`src/rtl/serie_paralelo_pkg.sv`:
```
// rtl/serie_paralelo_pkg.sv - shared types and constants for the serial-to-parallel deserialiser
//
// Purpose : FSM state encoding and the default alignment comma shared by
//           serie_paralelo_n and sp_comma_det.
// Contents: state_t (HUNT/ALIGN/LOCKED), SP_COMMA_DEFAULT.
package serie_paralelo_pkg;

    typedef enum logic [1:0] {
        HUNT   = 2'b00,
        ALIGN  = 2'b01,
        LOCKED = 2'b10
    } state_t;

    localparam logic [7:0] SP_COMMA_DEFAULT = 8'hBC;

endpackage

```
`src/rtl/sp_comma_det.sv`:
```
// rtl/sp_comma_det.sv - combinational comma detector for the deserialiser shift register
//
// Purpose : Compares the shift register against the comma symbol, honouring
//           the current polarity selection. With SERIE_PARALELO_N_POLARITY_EN
//           defined it also flags an inverted comma seen on a non-inverted line.
// Ports   : shreg_i     - current shift register contents
//           pol_inv_i   - 1 when the line is being received inverted
//           comma_hit_o - (possibly inverted) word equals COMMA
//           inv_hit_o   - raw word equals ~COMMA (0 when the macro is undefined)
module sp_comma_det
    import serie_paralelo_pkg::*;
#(
    parameter int unsigned      WIDTH = 8,
    parameter logic [WIDTH-1:0] COMMA = WIDTH'(SP_COMMA_DEFAULT)
) (
    input  logic [WIDTH-1:0] shreg_i,
    input  logic             pol_inv_i,
    output logic             comma_hit_o,
    output logic             inv_hit_o
);

    logic [WIDTH-1:0] word;

    assign word        = pol_inv_i ? ~shreg_i : shreg_i;
    assign comma_hit_o = (word == COMMA);

`ifdef SERIE_PARALELO_N_POLARITY_EN
    // Only meaningful before polarity is decided; once inverted, the
    // inverted comma is reported through comma_hit_o instead.
    assign inv_hit_o = !pol_inv_i && (shreg_i == ~COMMA);
`else
    assign inv_hit_o = 1'b0;
`endif

endmodule

```
`src/rtl/serie_paralelo_n.sv`:
```
// rtl/serie_paralelo_n.sv - comma-aligned serial-to-parallel deserialiser with lock FSM
//
// Purpose : Shifts in one bit per clk_8f (MSB first), hunts for the comma
//           symbol, locks after LOCK_COUNT aligned commas and then emits each
//           non-comma word with a one-cycle valid pulse. Repeated off-boundary
//           commas while locked force a relock.
// Config  : SERIE_PARALELO_N_POLARITY_EN - also lock onto an inverted comma and
//           receive the line inverted from then on (polarity_inv = 1).
// Ports   : clk_8f       - bit-rate clock
//           reset        - synchronous active-high reset
//           data_in      - serial data
//           data_out     - last deserialised non-comma word
//           valid_out    - one-cycle pulse qualifying data_out
//           active       - FSM is LOCKED
//           comma_cnt    - aligned commas counted toward lock
//           polarity_inv - line received inverted
module serie_paralelo_n
    import serie_paralelo_pkg::*;
#(
    parameter int unsigned      WIDTH        = 8,
    parameter logic [WIDTH-1:0] COMMA        = WIDTH'(SP_COMMA_DEFAULT),
    parameter int unsigned      LOCK_COUNT   = 4,
    parameter int unsigned      MISALIGN_MAX = 3
) (
    input  logic                            clk_8f,
    input  logic                            reset,
    input  logic                            data_in,
    output logic [WIDTH-1:0]                data_out,
    output logic                            valid_out,
    output logic                            active,
    output logic [$clog2(LOCK_COUNT+1)-1:0] comma_cnt,
    output logic                            polarity_inv
);

    localparam int unsigned PH_W  = $clog2(WIDTH);
    localparam int unsigned CNT_W = $clog2(LOCK_COUNT + 1);
    localparam int unsigned MIS_W = $clog2(MISALIGN_MAX + 1);

    localparam logic [PH_W-1:0]  PH_LAST   = PH_W'(WIDTH - 1);
    localparam logic [CNT_W-1:0] CNT_LOCK  = CNT_W'(LOCK_COUNT);
    localparam logic [MIS_W-1:0] MIS_LIMIT = MIS_W'(MISALIGN_MAX);

    state_t           state_q, state_d;
    logic [WIDTH-1:0] shreg_q;
    logic [WIDTH-1:0] word;
    logic [WIDTH-1:0] data_out_q, data_out_d;
    logic [PH_W-1:0]  phase_q, phase_d;
    logic [CNT_W-1:0] cnt_q, cnt_d;
    logic [MIS_W-1:0] mis_q, mis_d;
    logic             valid_q, valid_d;
    logic             pol_q, pol_d;
    logic             comma_hit;
    logic             inv_hit;
    logic             boundary;

    sp_comma_det #(
        .WIDTH (WIDTH),
        .COMMA (COMMA)
    ) u_comma_det (
        .shreg_i     (shreg_q),
        .pol_inv_i   (pol_q),
        .comma_hit_o (comma_hit),
        .inv_hit_o   (inv_hit)
    );

    assign word     = pol_q ? ~shreg_q : shreg_q;
    assign boundary = (phase_q == '0);

    always_comb begin
        state_d    = state_q;
        phase_d    = (phase_q == PH_LAST) ? '0 : phase_q + PH_W'(1);
        cnt_d      = cnt_q;
        mis_d      = mis_q;
        valid_d    = 1'b0;
        data_out_d = data_out_q;
        pol_d      = pol_q;

        case (state_q)
            HUNT: begin
                pol_d = 1'b0;
                if (comma_hit || inv_hit) begin
                    // This cycle is the comma's boundary, so the next is phase 1.
                    phase_d = PH_W'(1);
                    cnt_d   = CNT_W'(1);
                    mis_d   = '0;
                    pol_d   = inv_hit && !comma_hit;
                    state_d = (LOCK_COUNT == 1) ? LOCKED : ALIGN;
                end
            end

            ALIGN: begin
                if (boundary) begin
                    if (comma_hit) begin
                        cnt_d = cnt_q + CNT_W'(1);
                        if (cnt_q + CNT_W'(1) == CNT_LOCK) begin
                            state_d = LOCKED;
                        end
                    end else begin
                        cnt_d   = '0;
                        pol_d   = 1'b0;
                        state_d = HUNT;
                    end
                end
            end

            LOCKED: begin
                if (boundary) begin
                    if (comma_hit) begin
                        mis_d = '0;
                    end else begin
                        data_out_d = word;
                        valid_d    = 1'b1;
                    end
                end else if (comma_hit) begin
                    if (mis_q + MIS_W'(1) == MIS_LIMIT) begin
                        state_d = HUNT;
                        cnt_d   = '0;
                        mis_d   = '0;
                        pol_d   = 1'b0;
                    end else begin
                        mis_d = mis_q + MIS_W'(1);
                    end
                end
            end

            default: begin
                state_d = HUNT;
                cnt_d   = '0;
                mis_d   = '0;
                pol_d   = 1'b0;
            end
        endcase
    end

    always_ff @(posedge clk_8f) begin
        if (reset) begin
            state_q    <= HUNT;
            shreg_q    <= '0;
            phase_q    <= '0;
            cnt_q      <= '0;
            mis_q      <= '0;
            valid_q    <= 1'b0;
            data_out_q <= '0;
            pol_q      <= 1'b0;
        end else begin
            state_q    <= state_d;
            shreg_q    <= {shreg_q[WIDTH-2:0], data_in};
            phase_q    <= phase_d;
            cnt_q      <= cnt_d;
            mis_q      <= mis_d;
            valid_q    <= valid_d;
            data_out_q <= data_out_d;
            pol_q      <= pol_d;
        end
    end

    assign data_out  = data_out_q;
    // Qualified by state so a pulse can never escape once LOCKED is left.
    assign valid_out = valid_q && (state_q == LOCKED);
    assign active    = (state_q == LOCKED);
    assign comma_cnt = cnt_q;

`ifdef SERIE_PARALELO_N_POLARITY_EN
    assign polarity_inv = pol_q;
`else
    assign polarity_inv = 1'b0;
`endif

endmodule
```
`config.mk`:
```
export PLATFORM = sky130hd
export DESIGN_NAME = serie_paralelo_n
export DESIGN_NICKNAME = d
export VERILOG_FILES = /design/src/rtl/serie_paralelo_pkg.sv /design/src/rtl/sp_comma_det.sv /design/src/rtl/serie_paralelo_n.sv
export SDC_FILE = /design/constraint.sdc
export NUM_CORES = 1
export LEC_CHECK = 0
export BUFFER_PORTS_ARGS = -buffer_cell sky130_fd_sc_hd__clkbuf_2
export CAP_MARGIN = 20
export CORE_MARGIN = 3
export CORE_UTILIZATION = 50
export DETAILED_ROUTE_END_ITERATION = 7
export GPL_TIMING_DRIVEN = 0
export PLACE_DENSITY = 0.74
export SLEW_MARGIN = 0
export SYNTH_ARGS = -nofsm -noshare
export SYNTH_HDL_FRONTEND = slang
export SYNTH_HIERARCHICAL = 1
export SYNTH_SLANG_ARGS = --single-unit
```
`constraint.sdc`:
```
create_clock -name clk_8f -period 2.7 [get_ports clk_8f]
set_clock_uncertainty 0.2 [all_clocks]
set_input_delay 0.54 -clock clk_8f [delete_from_list [all_inputs] [get_ports clk_8f]]
set_output_delay 0.54 -clock clk_8f [all_outputs]
set_load 0.01 [all_outputs]
```
Word level (Yosys, flattened, before mapping)
Index checks and enable logic that the tools add are counted.
{"block": "word_totals", "register_bits": 28, "input_bits": 3, "out_inout_bits": 14, "elab_cells": 70}
{"block": "op_classes", "n_addsub": 3, "n_eq_ne": 14, "muxes": 31, "bitwise": 5, "reduce_logical": 9}
{"op": "$mux W3", "n": 9}
{"op": "$mux W2", "n": 11}
{"op": "$pmux W2 S3", "n": 2}
{"op": "$reduce_and A5 Y1", "n": 2}
{"op": "$pmux W3 S3", "n": 1}
{"op": "$eq A8 B8 Y1 const B", "n": 1}
{"op": "$mux W8", "n": 1}
{"op": "$ne A2 B2 Y1 const B", "n": 4}
{"op": "$not A8 Y8", "n": 1}
{"op": "$add A3 B1 Y3 const B", "n": 2}
{"op": "$eq A3 B3 Y1 const B", "n": 2}
{"op": "$mux W1", "n": 6}
{"op": "$reduce_and A6 Y1", "n": 1}
{"op": "$eq A2 B2 Y1 const B", "n": 2}
{"op": "$ne A2 B1 Y1 const B", "n": 2}
{"op": "$not A1 Y1", "n": 4}
{"op": "$logic_not A3 Y1", "n": 1}
{"op": "$ne A3 B1 Y1 const B", "n": 1}
{"op": "$ne A3 B3 Y1 const B", "n": 1}
{"op": "$reduce_and A3 Y1", "n": 1}
{"op": "$reduce_or A3 Y1", "n": 1}
{"op": "$add A2 B1 Y2 const B", "n": 1}
{"op": "$eq A2 B1 Y1 const B", "n": 1}
{"op": "$logic_not A2 Y1", "n": 1}
{"op": "other kinds (3)", "n": 3}

Depth between registers and ports, before layout
Gate-level depths: netlist of the first run.
{"block": "depth", "ltp_word": 6, "depth_mapped": 8, "depth_no_buf": 7}

Hierarchy
Netlist of the first run, hierarchy kept.
{"module": "serie_paralelo_n", "instances": 1, "cells_per_inst": 133, "area_per_inst_um2": 1337.5}
{"module": "sp_comma_det", "instances": 1, "cells_per_inst": 9, "area_per_inst_um2": 73.8}

Worst setup path after synthesis of the first run
No wires, ideal clock.
{"block": "synth_path", "path_kind": "register to register", "start": "reg shreg_q[3]", "end": "reg cnt_q[1], in the netlist comma_cnt[1]", "arrival_ns": 1.946, "required_time_ns": 2.429, "slack_ns": 0.484, "stages_incl_launch_ff": 8, "cell_sequence": "dfxtp_1 -> nor4b_2 -> nand3b_1 -> o31ai_2 -> buf_6 -> nand3b_4 -> or4b_1 -> a21oi_1"}
{"block": "synth_between", "elab_chain_len": 6, "elab_cells_between_ends": 9, "classes_between": "3 x eq/ne; 4 x mux; 1 x bitwise; 1 x reduce/logical"}
{"item": "start: declaration", "line": "serie_paralelo_n.sv:44", "rtl": "logic [WIDTH-1:0] shreg_q;"}
{"item": "start signal: assignment", "line": "serie_paralelo_n.sv:147", "rtl": "shreg_q <= {shreg_q[WIDTH-2:0], data_in};"}
{"item": "$not A8 Y8", "line": "sp_comma_det.sv:24", "rtl": "assign word = pol_inv_i ? ~shreg_i : shreg_i;"}
{"item": "$mux W8 *", "line": "sp_comma_det.sv:24"}
{"item": "$eq A8 B8 Y1 *", "line": "sp_comma_det.sv:25", "rtl": "assign comma_hit_o = (word == COMMA);"}
{"item": "via comma_hit", "line": "serie_paralelo_n.sv:52", "rtl": "logic comma_hit;"}
{"item": "$mux W3", "line": "serie_paralelo_n.sv:93", "rtl": "if (comma_hit) begin"}
{"item": "$mux W3", "line": "serie_paralelo_n.sv:92", "rtl": "if (boundary) begin"}
{"item": "$pmux W3 S3", "line": "serie_paralelo_n.sv:78", "rtl": "case (state_q)"}
{"item": "end signal: assignment", "line": "serie_paralelo_n.sv:149", "rtl": "cnt_q <= cnt_d;"}
{"item": "end: declaration", "line": "serie_paralelo_n.sv:48", "rtl": "logic [CNT_W-1:0] cnt_q, cnt_d;"}
The timed path passes the listed nets; every way through them passes the cells marked *. The select of a mux whose other input is x is not followed.
A chain may end at the register's enable or synchronous reset.

Final worst setup path of the first run
Same ends and word-level chain as after synthesis.

==> flow_summary.json, run 1 <==
{
  "grt_max_degree": 17,
  "cts_buffers": 3,
  "pin_count": 17,
  "die_y_um": 59.1,
  "holdPathStages": 2,
  "path_class": "register to register",
  "insertion_delay_ns": 0.32,
  "synth_cell_types": 52,
  "wl_um": 2430,
  "postSynthAreaPerCell_um2": 9.94,
  "dieArea_um2": 3500,
  "netlist_instances": 142,
  "setup_viol_count_final": 0,
  "first_iter_violations": 39,
  "grt_pass1_vias": 941,
  "ff2ff_path_depth": 7,
  "grt_first_pass_wirelength_um": 4210,
  "hpwl_um": 1840,
  "initial_core_util_pct": 54.5,
  "fmax_mhz": 407,
  "rsz0062_at_grt": "false",
  "netlist.area_leader.share_pct": 39.7,
  "die_w_um": 59.1,
  "tritoncts": "done",
  "clockBufferDepth": 2,
  "cap_viol_max_count": 0,
  "tns_ns": 0,
  "n_antenna_cell": 0,
  "drc": 0,
  "gr-total-overflow": 0,
  "postLayoutSetupSlackWorst_ns": 0.243,
  "cp.depth": 7,
  "hold_violations": 0,
  "num_vias": 1013,
  "synth_top_cell_by_area": "dfxtp_1",
  "layout-drive-gt1-share_pct": 25.0,
  "cts_sinks": 28,
  "slowest_stage": "or4b_1",
  "start_kind": "register",
  "cp_data_arrival_time_ns": 2.52,
  "final_nets": 169,
  "cts-root-buf": "clkbuf_4",
  "synth_most_common_cell": "dfxtp_1",
  "yosys_warnings": 6,
  "ys_seq_area_share_pct": 39.7,
  "synth_area_um2": 1410,
  "antenna_found_initial": 0,
  "rows": 18,
  "gp_congestion": 0.803,
  "synth_seq_cells": 28,
  "period_needed_ns": 2.46,
  "slew_violations": 0,
  "drtPass1Iterations": 6,
  "fin_crit_sh_pct": 91.0,
  "vdd_ir_drop_max_mv": 0.383,
  "coreArea_um2": 2590,
  "synth-main-ff-cell": "dfxtp_1",
  "yosys-top-cells-area": "dfxtp_1 (40%), xnor2_1 (5.0%), ha_1 (4.4%)",
  "grt_usage_pct": 15.7,
  "synth_nets": 150,
  "status": "finished clean",
  "wl_per_cell_um": 12.8,
  "setup.worst_path.end_class": "register",
  "hold_class": "input pin to register",
  "crit_path_cell_trace": "nor4b_2 > nand3b_1 > o31ai_2 > buf_6 > nand3b_4 > or4b_1 > a21oi_1",
  "crit_buf_inv": 1,
  "clk_pin_slew_worst_paths_ns": 0.15,
  "syn_to_final_growth_pct": 11.3,
  "synth_enable_flop_cells": 0,
  "path_max_fanout": 10,
  "leakage_nw": 0.655,
  "p_per_area_nw_per_um2": 528,
  "synth-async-reset-ratio_pct": 0,
  "synth_common_cells": "dfxtp_1 (28), nor2_1 (13), a21oi_1 (8), nor2b_1 (8), xnor2_1 (8)",
  "holdBufCountCts": 0,
  "ant_nets": 0,
  "post-cts-setup-buffer-count": 0,
  "cts_resized": 0,
  "crit_path_max_incr_delay_ns": 0.53,
  "place_ws_ns": 0.299,
  "numPortBuffers": 14,
  "crit_required_ns": 2.76,
  "htree_levels": 1,
  "vias_per_cell": 5.33,
  "critPathTopFamily": "simple AND/OR/NAND/NOR gates"
}
==> routing by layer <==
layer | GRT usage (%) | up-vias | wire length (µm)
li1 | - | 522 | -
met1 | 20.8 | 468 | 1210
met2 | 25.4 | 21 | 1100
met3 | 2.83 | 2 | 102
met4 | 5.83 | 0 | 14
met5 | 0 | - | 0
==> registers in the layout, summed over array words and instances (netlist names) <==
register,count
shreg_q,8
mis_q,2
data_out,8
valid_q,1
state_q,2
pol_q,1
phase_q,3
comma_cnt,3
==> kinds of logic after synthesis <==
family / count (synthesis) / synth area share, %
XOR/XNOR: 9 / 5.59
adder cells (fa/ha/maj): 5 / 4.43
AND/OR/NAND/NOR: 49 / 23.8
flip-flops: 28 / 39.7
AO/OA/AOI/OAI: 34 / 19.1
other: 2 / 0.532
buffers and inverters: 15 / 6.91
==> stage by stage <==
step / utilization [%] / instances / hold slack [ns] / cell area (µm²) / power [mW]
detailed placement: 58.6 / 186 / 0.281 / 1520 / 0.567
floorplan: - / 142 / 0.252 / 1410 / 0.544
global route: 60.7 / 190 / 0.192 / 1570 / 0.869
global placement: 58.6 / 186 / 0.268 / 1520 / 0.563
CTS: 60.7 / 190 / 0.208 / 1570 / 0.836
finish: 60.7 / 190 / 0.214 / 1570 / 0.830
==> worst paths after layout <==
check	startpoint	to	slack, ns
max	shreg_q[3]	comma_cnt[1]	0.24
min reg2reg	mis_q[0]	mis_q[0]	0.30
max reg2reg	shreg_q[3]	comma_cnt[1]	0.24
min	data_in	shreg_q[0]	0.21
==> layout make-up <==
class,count,area (µm²)
Timing Repair Buffer,14,70.1
Multi-Input combinational cell,99,753
Sequential cell,28,561
Clock inverter,1,30.0
Buffer,10,78.8
Clock buffer,3,22.5
Fill cell,228,1020
Inverter,5,18.8
Tap cell,30,37.5
==> cell usage in the layout, fill, tap and decap left out, drive strengths merged, types with 3 or more instances in the layout <==
cell type	netlist	routed
a21oi	8	8
nor2	13	13
or2b	3	3
nor2b	9	9
o31ai	3	3
buf	7	7
a211oi	9	9
inv	5	5
clkbuf	2	19
ha	5	5
dfxtp	28	28
xnor2	8	8
nand3b	3	3
nand2	3	3
o21ai	4	4
nand2b	3	3
==> power breakdown <==
group          internal, mW  switching [mW]  total (mW)
Clock                 0.150           0.121       0.271
Combinational        0.0574          0.0634       0.121
Sequential            0.426          0.0115       0.438
Total                 0.634           0.196       0.830
==> worst reg2reg max path, delay by kind of cell (launching register included) <==
kind	cells	cell delay (ns)
simple gates	4	1.08
flops	1	0.37
compound gates	2	0.53
buf+inv	1	0.21
Power figures use the tool's default switching activity.
==> inputs of run 2 (changes only) <==
--- a/config.mk
+++ b/config.mk
@@ -12,6 +12,7 @@
 export DETAILED_ROUTE_END_ITERATION = 7
 export GPL_TIMING_DRIVEN = 0
 export PLACE_DENSITY = 0.74
+export RECOVER_POWER = 25
 export SLEW_MARGIN = 0
 export SYNTH_ARGS = -nofsm -noshare
 export SYNTH_HDL_FRONTEND = slang
==> constraint.sdc (replaced) <==
create_clock -name clk_8f -period 2.7 [get_ports clk_8f]
set_clock_uncertainty 0.2 [all_clocks]
set_input_delay 0.54 -clock clk_8f [delete_from_list [all_inputs] [get_ports clk_8f]]
set_output_delay 0.54 -clock clk_8f [all_outputs]
set_load 0.1 [all_outputs]
==> flow_summary.json, run 2 (same netlist as run 1, synthesis figures left out) <==
{
  "vdd_ir_drop_max_mv": 0.452,
  "path_class": "register to register",
  "ff2ff_path_depth": 7,
  "crit_required_ns": 2.76,
  "num_vias": 1030,
  "pin_count": 17,
  "slew_violations": 0,
  "final_nets": 169,
  "ant_nets": 0,
  "grt_pass1_vias": 1021,
  "drc": 0,
  "final_cell_mix": "dfxtp_1 (28), clkbuf_2 (14), nor2_1 (13)",
  "crit_buf_inv": 1,
  "die_w_um": 59.1,
  "clk_pin_slew_worst_paths_ns": 0.15,
  "htree_levels": 1,
  "wl_per_cell_um": 13.0,
  "cts_sinks": 28,
  "grt_max_degree": 17,
  "post-cts-setup-buffer-count": 0,
  "tritoncts": "done",
  "hold_violations": 0,
  "vias_per_cell": 5.42,
  "cp.depth": 7,
  "path_max_fanout": 10,
  "tightest_slew_ns": 1.16,
  "grt_usage_pct": 16.1,
  "syn_to_final_growth_pct": 11.1,
  "reg2reg_from": "shreg_q[3]",
  "critPathTopFamily": "simple AND/OR/NAND/NOR gates",
  "drtPass1Iterations": 4,
  "hold_path_end": "shreg_q[0]",
  "hpwl_um": 1880,
  "tns_ns": 0,
  "cp_data_arrival_time_ns": 2.51,
  "leakage_nw": 0.649,
  "period_needed_ns": 2.45,
  "slowest_stage": "or4b_1",
  "cap_viol_max_count": 0,
  "cts-root-buf": "clkbuf_4",
  "status": "finished clean",
  "slew_headroom_pct": 23.1,
  "rsz0062_at_grt": "false",
  "whs_ns": 0.214,
  "grtUsageMet3_pct": 2.83,
  "grt_first_pass_wirelength_um": 4410,
  "crit_path_max_incr_delay_ns": 0.52,
  "clockBufferDepth": 2,
  "crit_path_cell_trace": "nor4b_2 > nand3b_1 > o31ai_2 > buf_6 > nand3b_4 > or4b_1 > a21oi_1",
  "gr-usage-met1_pct": 20.8,
  "setup_viol_count_final": 0,
  "holdPathStages": 2,
  "r2r-end": "comma_cnt[1]",
  "first_iter_violations": 24,
  "p_per_area_nw_per_um2": 542,
  "hold_start": "data_in",
  "cts_buffers": 3,
  "dieArea_um2": 3500,
  "rows": 18,
  "n_antenna_cell": 0,
  "wl_um": 2470,
  "r2r_slack_ns": 0.25,
  "fmax_mhz": 408,
  "insertion_delay_ns": 0.32,
  "antenna_found_initial": 0,
  "numPortBuffers": 14,
  "grt_use_met2_pct": 26.7,
  "top_usage_layer": "met2",
  "holdBufCountCts": 0,
  "die_y_um": 59.1,
  "gr-total-overflow": 0,
  "final_common_cell": "dfxtp_1",
  "fin_crit_sh_pct": 90.9,
  "coreArea_um2": 2590,
  "hold_class": "input pin to register",
  "gp_congestion": 0.790,
  "initial_core_util_pct": 54.5,
  "cts_resized": 0,
  "layout-drive-gt1-share_pct": 24.4,
  "start_kind": "register",
  "setup.worst_path.end_class": "register"
}
run 2: through the flow:
| step | utilization [%] | area (µm²) | power, mW | cells | setup slack [ns] |
|---|---|---|---|---|---|
| 4_1_cts | 60.7 | 1570 | 0.862 | 190 | 0.225 |
| 3_5_place_dp | 58.7 | 1520 | 0.589 | 186 | 0.296 |
| 6_report | 60.5 | 1570 | 0.850 | 190 | 0.247 |
| 2_1_floorplan | - | 1410 | 0.565 | 142 | 0.190 |
| 3_3_place_gp | 58.7 | 1520 | 0.585 | 186 | 0.358 |
| 5_1_grt | 60.5 | 1570 | 0.892 | 190 | 0.0837 |
run 2: cell type report:
cell class | count | area (µm²)
inverters | 5 | 18.8
multi-input cells | 99 | 754
well taps | 30 | 37.5
repair buffers | 14 | 68.8
plain buffers | 10 | 75.1
fillers | 225 | 1020
clock inverters | 1 | 30.0
flip-flops and latches | 28 | 561
clock buffers | 3 | 22.5
run 2: worst register-to-register path, stage by stage, from the launching register on:
cell and delay, ns:
dfxtp_1 0.38, nor4b_2 0.29, nand3b_1 0.12, o31ai_2 0.40
buf_6 0.22, nand3b_4 0.10, or4b_1 0.52, a21oi_1 0.16
run 2: routing by layer:
layer  vias up  routed length (µm)
li1        528                   -
met4         0                  27
met2        33                1130
met3         4                 135
met1       465                1180
met5         -                   0
run 2: power breakdown:
part	switching, mW	internal, mW
sequential	0.0112	0.426
clock	0.121	0.150
combinational	0.0851	0.0567
run 2: worst max path at each step:
stage	from	to
6_report	shreg_q[3]	comma_cnt[1]
5_1_grt	shreg_q[3]	comma_cnt[1]
4_1_cts	shreg_q[3]	comma_cnt[1]
3_5_place_dp	shreg_q[3]	comma_cnt[1]
3_3_place_gp	shreg_q[3]	comma_cnt[1]
2_1_floorplan	state_q[1]	valid_out
